$ cat config.mk
export PLATFORM = sky130hd
export DESIGN_NAME = peak_reg_dbg_ctrl
export DESIGN_NICKNAME = d
export VERILOG_FILES = /design/src/rtl/peak_reg_dbg_ctrl.sv
export SDC_FILE = /design/constraint.sdc
export NUM_CORES = 1
export LEC_CHECK = 0
export ABC_CLOCK_PERIOD_IN_PS = 6550
export BUFFER_PORTS_ARGS = -buffer_cell sky130_fd_sc_hd__buf_2
export CELL_PAD_IN_SITES_DETAIL_PLACEMENT = 0
export CELL_PAD_IN_SITES_GLOBAL_PLACEMENT = 1
export CORE_ASPECT_RATIO = 0.5
export CORE_MARGIN = 8
export CORE_UTILIZATION = 41
export CTS_BUF_LIST = sky130_fd_sc_hd__clkbuf_4 sky130_fd_sc_hd__clkbuf_8
export CTS_CLUSTER_SIZE = 8
export DETAILED_ROUTE_END_ITERATION = 6
export GPL_ROUTABILITY_DRIVEN = 0
export HOLD_SLACK_MARGIN = 0.1
export PLACE_DENSITY = 0.85
export SETUP_SLACK_MARGIN = 0.05
export SYNTH_ARGS = -nofsm -noshare
export SYNTH_HDL_FRONTEND = slang
export SYNTH_SLANG_ARGS = --single-unit
$ cat constraint.sdc
create_clock -name CLK -period 6.55 [get_ports CLK]
set_clock_uncertainty 0.15 [all_clocks]
set_input_delay 0.655 -clock CLK [delete_from_list [all_inputs] [get_ports CLK]]
set_output_delay 0.655 -clock CLK [all_outputs]
set_load 0.03 [all_outputs]
$ cat src/rtl/peak_reg_dbg_ctrl.sv
// peak_reg_dbg_ctrl -- debug bridge that halts the core and then reads or writes
// a burst of general-purpose registers through the register-file debug port.
//
// Ports:
//   CLK, RST                        clock (rising edge), asynchronous active-high reset
//   REQ_VALID/REQ_READY             command handshake; REQ_WR selects write (1) or read (0)
//   REQ_ADDR, REQ_LEN               first GPR index, burst length minus one
//   WDATA_VALID/WDATA_READY/WDATA   write-word stream into the bridge
//   RDATA_VALID/RDATA_READY/RDATA   read-word stream out of the bridge
//   HALT_REQ, HALT_ACK              core halt request / level acknowledge
//   AR_EN, AR_WR, AR_AD, AR_DI      register-file debug port strobes, address, write data
//   AR_DO                           register-file read data, valid one cycle after AR_EN
//   BUSY, DONE, DONE_ERR            command in progress, completion pulse, halt timeout flag
//
// Every output is a register that reflects the state being entered, so the
// outputs of a state are driven on the transition into it.
module peak_reg_dbg_ctrl #(
  parameter logic [7:0]  AR_REGADDR   = 8'h10,
  parameter int unsigned HALT_TIMEOUT = 255
) (
  input  logic        CLK,
  input  logic        RST,
  input  logic        REQ_VALID,
  output logic        REQ_READY,
  input  logic        REQ_WR,
  input  logic [4:0]  REQ_ADDR,
  input  logic [4:0]  REQ_LEN,
  input  logic        WDATA_VALID,
  output logic        WDATA_READY,
  input  logic [31:0] WDATA,
  output logic        RDATA_VALID,
  input  logic        RDATA_READY,
  output logic [31:0] RDATA,
  output logic        HALT_REQ,
  input  logic        HALT_ACK,
  output logic        AR_EN,
  output logic        AR_WR,
  output logic [15:0] AR_AD,
  output logic [31:0] AR_DI,
  input  logic [31:0] AR_DO,
  output logic        BUSY,
  output logic        DONE,
  output logic        DONE_ERR
);

  typedef enum logic [2:0] {
    IDLE, HALT, WR_WAIT, WR_DO, RD_ISSUE, RD_CAP, RD_SEND, RELEASE
  } state_t;

  // Last halt-wait cycle; leaving HALT on it keeps HALT_REQ high for HALT_TIMEOUT cycles.
  localparam logic [7:0] HALT_LAST = 8'(HALT_TIMEOUT - 1);

  state_t      state;
  logic        wr;        // latched command direction
  logic [4:0]  addr;      // current GPR index, wraps modulo 32
  logic [4:0]  cnt;       // words remaining after the current one
  logic [7:0]  halt_cnt;  // cycles spent waiting for HALT_ACK
  logic        err;       // halt timeout seen for this command

  // Always targets the task-0 bank of the register-file page.
  function automatic logic [15:0] ar_addr(input logic [4:0] a);
    return {AR_REGADDR, 3'b000, a};
  endfunction

  // NOTE: asynchronous reset puts every output at 0 in the same cycle RST rises,
  // so an aborted burst never leaves a stray strobe or DONE pulse behind.
  always_ff @(posedge CLK or posedge RST) begin
    if (RST) begin
      state       <= IDLE;
      wr          <= 1'b0;
      addr        <= '0;
      cnt         <= '0;
      halt_cnt    <= '0;
      err         <= 1'b0;
      REQ_READY   <= 1'b0;
      WDATA_READY <= 1'b0;
      RDATA_VALID <= 1'b0;
      RDATA       <= '0;
      HALT_REQ    <= 1'b0;
      AR_EN       <= 1'b0;
      AR_WR       <= 1'b0;
      AR_AD       <= '0;
      AR_DI       <= '0;
      BUSY        <= 1'b0;
      DONE        <= 1'b0;
      DONE_ERR    <= 1'b0;
    end else begin
      // NOTE: non-blocking assignments everywhere in this block; these defaults
      // are overridden below only for the state being entered or held.
      REQ_READY   <= 1'b0;
      WDATA_READY <= 1'b0;
      RDATA_VALID <= 1'b0;
      AR_EN       <= 1'b0;
      AR_WR       <= 1'b0;
      AR_AD       <= '0;
      AR_DI       <= '0;
      DONE        <= 1'b0;
      DONE_ERR    <= 1'b0;

      case (state)
        IDLE: begin
          if (REQ_VALID && REQ_READY) begin
            wr       <= REQ_WR;
            addr     <= REQ_ADDR;
            cnt      <= REQ_LEN;
            halt_cnt <= '0;
            HALT_REQ <= 1'b1;
            BUSY     <= 1'b1;
            state    <= HALT;
          end else begin
            REQ_READY <= 1'b1;
          end
        end

        HALT: begin
          if (HALT_ACK) begin
            if (wr) begin
              WDATA_READY <= 1'b1;
              state       <= WR_WAIT;
            end else begin
              AR_EN <= 1'b1;
              AR_AD <= ar_addr(addr);
              state <= RD_ISSUE;
            end
          end else if (halt_cnt == HALT_LAST) begin
            err      <= 1'b1;
            HALT_REQ <= 1'b0;
            DONE     <= 1'b1;
            DONE_ERR <= 1'b1;
            state    <= RELEASE;
          end else begin
            halt_cnt <= halt_cnt + 8'd1;
          end
        end

        WR_WAIT: begin
          if (WDATA_VALID) begin
            AR_EN <= 1'b1;
            AR_WR <= 1'b1;
            AR_AD <= ar_addr(addr);
            AR_DI <= WDATA;
            state <= WR_DO;
          end else begin
            WDATA_READY <= 1'b1;
          end
        end

        WR_DO: begin
          if (cnt == 5'd0) begin
            HALT_REQ <= 1'b0;
            DONE     <= 1'b1;
            DONE_ERR <= err;
            state    <= RELEASE;
          end else begin
            cnt         <= cnt - 5'd1;
            addr        <= addr + 5'd1;
            WDATA_READY <= 1'b1;
            state       <= WR_WAIT;
          end
        end

        RD_ISSUE: state <= RD_CAP;

        // AR_DO is valid in the cycle after the AR_EN strobe.
        RD_CAP: begin
          RDATA       <= AR_DO;
          RDATA_VALID <= 1'b1;
          state       <= RD_SEND;
        end

        RD_SEND: begin
          if (!RDATA_READY) begin
            RDATA_VALID <= 1'b1;
          end else if (cnt == 5'd0) begin
            HALT_REQ <= 1'b0;
            DONE     <= 1'b1;
            DONE_ERR <= err;
            state    <= RELEASE;
          end else begin
            cnt   <= cnt - 5'd1;
            addr  <= addr + 5'd1;
            AR_EN <= 1'b1;
            AR_AD <= ar_addr(addr + 5'd1);
            state <= RD_ISSUE;
          end
        end

        RELEASE: begin
          err       <= 1'b0;
          BUSY      <= 1'b0;
          REQ_READY <= 1'b1;
          state     <= IDLE;
        end

        default: state <= IDLE;
      endcase
    end
  end

endmodule

==> summary.md, run 1 <==
| Metric | Value |
|---|---|
| Die width | 161 um |
| Clock sink count | 101 |
| Pleak | 2.80 nW |
| Worst min-delay path class | input port to asynchronous set/reset pin |
| Row cnt | 26 |
| Ys async rst share | 1.00 |
| Tcrit/Tclk final | 0.360 |
| Dpl cells | 644 |
| Worst setup EP type | flop |
| Cells after Synth | 362 |
| CTS Buffer Depth | 2 |
| Worst-Skew Late Latency | 0.35 ns |
| Status | finished clean |
| Top-count cell post-synth | dfrtp_1 |
| Top_reg_cell synth | dfrtp_1 |
| CP peak stage delay | 0.62 ns |
| Worst EP required | 6.65 ns |
| Non-filler instance count after layout | 658 |
| Diode count | 0 |
| Share of layout cells above drive strength 1 | 0.421 |
| Initial Utilization | 0.421 |
| Crit path cell chain | nor3_1 > nand3_1 > and2_1 > o22a_1 |
| Fin. Hold Viols | 0 |
| Max cap viols | 0 |
| Drt total wl | 10.2 mm |
| # nets final | 600 |
| Largest delay contributor family on the critical path | simple AND/OR/NAND/NOR gates |
| Area grow syn2layout | 24.8% |
| Critical Path AT | 2.45 ns |
| EDFF count, synth | 0 |
| FF-to-FF End | cnt[3]$_DFFE_PP0P_ |
| Maximum vdd drop | 0.146 mV |
| CP Class | flop to flop |
| DIE AREA | 0.0142 mm2 |
| Vias in the first global route | 3401 |
| Area share of the largest cell type after synthesis | 0.587 |
| Congestion Overflow GR | 0 |
| WL met3 | 981 um |
| FF-to-FF setup slack | 4.19 ns |
| Slowest CP cell | dfrtp_1 |
| Post-DP HPWL | 7.72 mm |
| Synth Warn # | 0 |
| Top cells by area, synth | dfrtp_1, mux2_2, and2_1 |
| Max-slew headroom | 0.328 |
| Seq/Total Area, Yosys | 0.587 |
| Synth unique cells | 46 |
| Vias per inst | 4.85 |
| Most frequent cells after synthesis | dfrtp_1, mux2_2, and2_1, nand2_1, nor2_1 |
| Boundary Pins | 170 |
| Postcts setup bufs | 0 |
| CTS tree | done |
| Initial antenna violation count | 0 |
| DRT Pass-1 Iters | 4 |
| Total power | 2.39 mW |
| CTS H-tree depth | 3 |
| Setup_tns | 0 ns |
| Crit start category | flop |
| FF+latch count, synth | 101 |
| Period minus WS final | 2.36 ns |
| WL met2 | 4.65 mm |
| Clock root cell | clkbuf_8 |
| Post-CTS sizing | 0 |
| Max Clk Rate | 424 MHz |
| Met1 WL | 4.46 mm |
| Avg WL per Cell | 15.5 um |
| Cts hold-fix bufs | 0 |
| Pin count of the biggest net entering global routing | 57 |
| Starting DRT DRC Count | 179 |
| Core Area | 0.0102 mm2 |
| Routed vias | 3189 |
| Total CTS buffers | 9 |
| Top routing layer used | met4 |
| Post-route DRC violation count | 0 |
| Port Buffer Count | 159 |
| Worst-margin pin slew | 1.01 ns |
| Max-slew violation count | 0 |
| Reg clk slew, reported paths | 0.09 ns |
| GRT Total Usage | 0.145 |
| Cell taking the most area after synthesis | dfrtp_1 |
| Final setup viols | 0 |
| Worst Path Max Fanout | 21 |
| Reg2reg start | state[1]$_DFFE_PP0P_ |
| Syn Area/Cell | 11.9 um2 |
| Worst path bufs/invs | 0 |
| Routed Antenna Nets | 0 |
| FF-to-FF path depth | 4 |
| RSZ-0062 raised after global routing | false |
| Mapped Area | 0.00431 mm2 |
| Power Density | 445 mW/mm2 |
| First-pass GRT wire length | 16.8 mm |
| WHS | 0.206 ns |
| Die Y | 88.5 um |
sequential cells by signal, indices dropped and copies added, names as in the netlist, 3 cells and up:
register	cells
RDATA	32
AR_DI	32
cnt	5
addr	5
halt_cnt	8
AR_AD	6
state	3
cell type report:
class                      count  area, um2
fill                         934       4840
sequential                   101       2530
multi-input combinational    234       1630
timing repair buffer         161        811
tap                          140        175
clock buffer                   9        124
clock inverter                 5       77.6
inverter                       8       32.5
metrics by stage:
step,worst slack [ns],utilization,area (um2)
2_1_floorplan,3.10,-,4340
4_1_cts,4.16,0.526,5370
3_5_place_dp,4.19,0.506,5170
3_3_place_gp,4.19,0.506,5170
6_report,4.19,0.526,5370
5_1_grt,3.91,0.526,5370
worst reg2reg max path, delay by kind of cell (launching register included):
family / cells / cell delay [ns]
simple gates: 3 / 1.24
flops: 1 / 0.62
compound gates: 1 / 0.23
layer usage:
metal | vias to the layer above | global-route usage
li1 | 1543 | -
met1 | 1514 | 0.171
met2 | 126 | 0.237
met3 | 6 | 0.0696
met4 | 0 | 0.0367
met5 | - | 0
worst max path at each step:
| stage | endpoint | from | slack (ns) | cells after the start |
|---|---|---|---|---|
| after CTS | AR_DI[5]$_DFF_PP0_ | state[1]$_DFFE_PP0P_ | 4.16 | 3 |
| final | cnt[3]$_DFFE_PP0P_ | state[1]$_DFFE_PP0P_ | 4.19 | 4 |
| after global placement | AR_DI[5]$_DFF_PP0_ | state[2]$_DFFE_PP0P_ | 4.19 | 4 |
| after global routing | AR_DI[5]$_DFF_PP0_ | state[2]$_DFFE_PP0P_ | 3.91 | 4 |
| after detailed placement | AR_DI[5]$_DFF_PP0_ | state[1]$_DFFE_PP0P_ | 4.19 | 3 |
| after floorplan | AR_AD[0]$_DFF_PP0_ | RST | 3.10 | 1 |
report_power, final:
group | internal [mW] | switching (mW)
registers | 0.813 | 0.153
clock network | 0.210 | 0.201
logic | 0.391 | 0.621
placed cells by master, fill, tap and decap left out, types with 4 or more instances in the layout:
master / instances
clkbuf_8: 9
or3_1: 4
nor3_1: 5
a21oi_1: 11
mux2i_1: 4
and2_1: 33
nand2_1: 27
inv_1: 7
o21ai_0: 14
nor2_1: 16
dfrtp_1: 101
conb_1: 10
mux2_2: 37
a22o_1: 6
nand3_1: 11
buf_2: 159
ha_1: 4
o22a_1: 4
cell families (layout without fill, tap and decap cells):
kind of cell	Yosys count	count (layout)	synth area share
AOI/OAI and AO/OA	58	58	0.0930
buffers and inverters	36	183	0.0439
DFF	101	101	0.587
xor gates and xnor gates	3	3	0.00610
muxes	41	41	0.106
adders and majority gates	4	4	0.0116
and+or+nand+nor	118	118	0.151
other	1	10	0.000871
Note: power is estimated with default switching activity, not from simulation.
==> run 2: changes to the inputs <==
--- a/config.mk
+++ b/config.mk
@@ -5,19 +5,19 @@
 export SDC_FILE = /design/constraint.sdc
 export NUM_CORES = 1
 export LEC_CHECK = 0
-export ABC_CLOCK_PERIOD_IN_PS = 6550
+export ABC_CLOCK_PERIOD_IN_PS = 2000
 export BUFFER_PORTS_ARGS = -buffer_cell sky130_fd_sc_hd__buf_2
 export CELL_PAD_IN_SITES_DETAIL_PLACEMENT = 0
 export CELL_PAD_IN_SITES_GLOBAL_PLACEMENT = 1
 export CORE_ASPECT_RATIO = 0.5
 export CORE_MARGIN = 8
-export CORE_UTILIZATION = 41
+export CORE_UTILIZATION = 35
 export CTS_BUF_LIST = sky130_fd_sc_hd__clkbuf_4 sky130_fd_sc_hd__clkbuf_8
 export CTS_CLUSTER_SIZE = 8
 export DETAILED_ROUTE_END_ITERATION = 6
 export GPL_ROUTABILITY_DRIVEN = 0
 export HOLD_SLACK_MARGIN = 0.1
-export PLACE_DENSITY = 0.85
+export PLACE_DENSITY = 0.77
 export SETUP_SLACK_MARGIN = 0.05
 export SYNTH_ARGS = -nofsm -noshare
 export SYNTH_HDL_FRONTEND = slang
==> constraint.sdc (replaced) <==
create_clock -name CLK -period 2 [get_ports CLK]
set_clock_uncertainty 0.15 [all_clocks]
set_input_delay 0.2 -clock CLK [delete_from_list [all_inputs] [get_ports CLK]]
set_output_delay 0.2 -clock CLK [all_outputs]
set_load 0.03 [all_outputs]
==> summary.md, run 2 (synthesis results as in run 1) <==
| Metric | Value |
|---|---|
| Setup_tns | 0 ns |
| Initial Utilization | 0.361 |
| Post-route DRC violation count | 0 |
| Total CTS buffers | 9 |
| Boundary Pins | 170 |
| Status | finished clean |
| Vias per inst | 4.54 |
| Worst path bufs/invs | 1 |
| Dpl cells | 699 |
| Non-filler instance count after layout | 800 |
| Worst setup EP type | flop |
| First-pass GRT wire length | 19.7 mm |
| Die Y | 94.4 um |
| CP peak stage delay | 0.44 ns |
| Largest regs | AR_DI (32), RDATA (32), halt_cnt (8) |
| Final setup viols | 0 |
| Worst-Skew Late Latency | 0.36 ns |
| Clk pwr share | 0.194 |
| Drt total wl | 12.4 mm |
| Routed Antenna Nets | 0 |
| Reg clk slew, reported paths | 0.10 ns |
| Core Area | 0.0119 mm2 |
| Fillers | 1036 |
| Period minus WS final | 1.88 ns |
| Most common cell after layout, fill and taps aside | buf_2 |
| CTS tree | done |
| Maximum vdd drop | 0.675 mV |
| Starting DRT DRC Count | 131 |
| Vias in the first global route | 3933 |
| # nets final | 713 |
| RSZ-0062 raised after global routing | false |
| Share of layout cells above drive strength 1 | 0.408 |
| Max cap viols | 0 |
| Max-slew headroom | 0.654 |
| Commonest non-fill, non-tap cells in the layout | buf_2, dfrtp_1, dlygate4sd3_1 |
| CTS Buffer Depth | 2 |
| Critical Path AT | 1.99 ns |
| Initial antenna violation count | 0 |
| Util after Layout | 0.555 |
| Clock root cell | clkbuf_8 |
| Crit path cell chain | dlymetal6s2s_1 > nand3b_1 > a211o_1 > and2_2 > o22a_1 |
| Pleak | 3.35 nW |
| Largest delay contributor family on the critical path | compound AO/OA/AOI/OAI gates |
| DRT Pass-1 Iters | 4 |
| Switching pwr | 3.40 mW |
| Pin count of the biggest net entering global routing | 37 |
| Crit start category | flop |
| Worst min-delay path class | input port to asynchronous set/reset pin |
| Fin. Hold Viols | 0 |
| Avg WL per Cell | 15.5 um |
| Max-slew violation count | 0 |
| Max Clk Rate | 531 MHz |
| Row cnt | 28 |
| Combinational power share | 0.453 |
| Routed vias | 3632 |
| Switching fraction of total power | 0.388 |
| CP Class | flop to flop |
| Area grow syn2layout | 53.6% |
| Multi-input logic area | 0.00165 mm2 |
| Tcrit/Tclk final | 0.941 |
| Congestion Overflow GR | 0 |
| Die width | 173 um |
| CTS H-tree depth | 3 |
| Port Buffer Count | 159 |
| Post-DP HPWL | 8.70 mm |
| GRT Total Usage | 0.149 |
| Area taken by flip-flops and latches | 0.00253 mm2 |
| Power Density | 1320 mW/mm2 |
| Worst Path Max Fanout | 7 |
| Reg power frac | 0.353 |
| Worst EP required | 2.11 ns |
| Clock sink count | 101 |
| Slowest CP cell | dfrtp_2 |
| Worst-margin pin slew | 0.518 ns |
| Pint | 5.37 mW |
| DIE AREA | 0.0163 mm2 |
[run 2: changes by cell type in the layout (fill, tap and decap cells not counted), sizes merged]
cell / before / now
clkinv: 2 / 0
buf: 161 / 193
diode: 0 / 2
dlygate4sd3: 0 / 80
bufinv: 2 / 4
dlymetal6s2s: 0 / 1
clkbuf: 9 / 11
[run 2: tightest hold or removal path, cell delays in order]
cell           delay [ns]
dlygate4sd3_1        0.55
buf_2                0.14
clkinvlp_4           0.35
[run 2: area by class of cell]
class	count	share of cell area
Inverter	8	0.00511
Clock inverter	5	0.0195
Tap cell	165	0.0312
Timing Repair Buffer	274	0.289
Antenna cell	2	0.000757
Clock buffer	11	0.0219
Multi-Input combinational cell	234	0.249
Sequential cell	101	0.383
[run 2: per-stage QoR]
step | worst slack [ns] | hold WS, ns | instance area, um2 | total power, mW
finish | 0.118 | 0.290 | 6620 | 8.76
global route | 0.0401 | 0.340 | 6610 | 9.27
CTS | 0.0553 | 0.245 | 6560 | 8.75
detailed placement | 0.0313 | 0.116 | 5480 | 6.88
global placement | 0.0762 | 0.115 | 5480 | 6.85
floorplan | 0.118 | 0.155 | 4340 | 5.65
[run 2: final timing paths]
| kind | from | to | slack (ns) | cells past startpoint |
|---|---|---|---|---|
| worst max-delay path | state[2]$_DFFE_PP0P_ | addr[2]$_DFFE_PP0P_ | 0.12 | 5 |
| worst min-delay path | RST | RDATA[9]$_DFFE_PP0P_ | 0.29 | 3 |
| worst max register to register | state[2]$_DFFE_PP0P_ | addr[2]$_DFFE_PP0P_ | 0.12 | 5 |
| worst min register to register | RDATA[11]$_DFFE_PP0P_ | RDATA[11]$_DFFE_PP0P_ | 0.36 | 1 |
| max in group asynchronous | RST | state[1]$_DFFE_PP0P_ | 0.85 | 4 |
| min in group CLK | RDATA[11]$_DFFE_PP0P_ | RDATA[11]$_DFFE_PP0P_ | 0.36 | 1 |
[run 2: repair_timing]
item | in CTS | in global routing
endpoints found under the setup margin | 1 | 17
pin swaps | 0 | 5
hold endpoints to repair | 136 | 0
buffers inserted | 0 | 4
gates resized for setup | 1 | 9
hold buffers | 80 | 0
[run 2: power groups by stage]
stage	combinational [mW]	sequential (mW)	clock, mW
5_1_grt	4.27	3.19	1.82
3_3_place_gp	3.75	3.09	0
3_5_place_dp	3.77	3.11	0
4_1_cts	3.91	3.07	1.77
6_report	3.97	3.09	1.70
2_1_floorplan	1.70	3.95	0
[run 2: per-layer routing]
metal | vias up | global-route usage | share of wire
li1 | 1774 | - | -
met1 | 1750 | 0.166 | 0.42
met2 | 90 | 0.273 | 0.52
met3 | 18 | 0.0370 | 0.039
met4 | 0 | 0.0627 | 0.024
met5 | - | 0 | 0
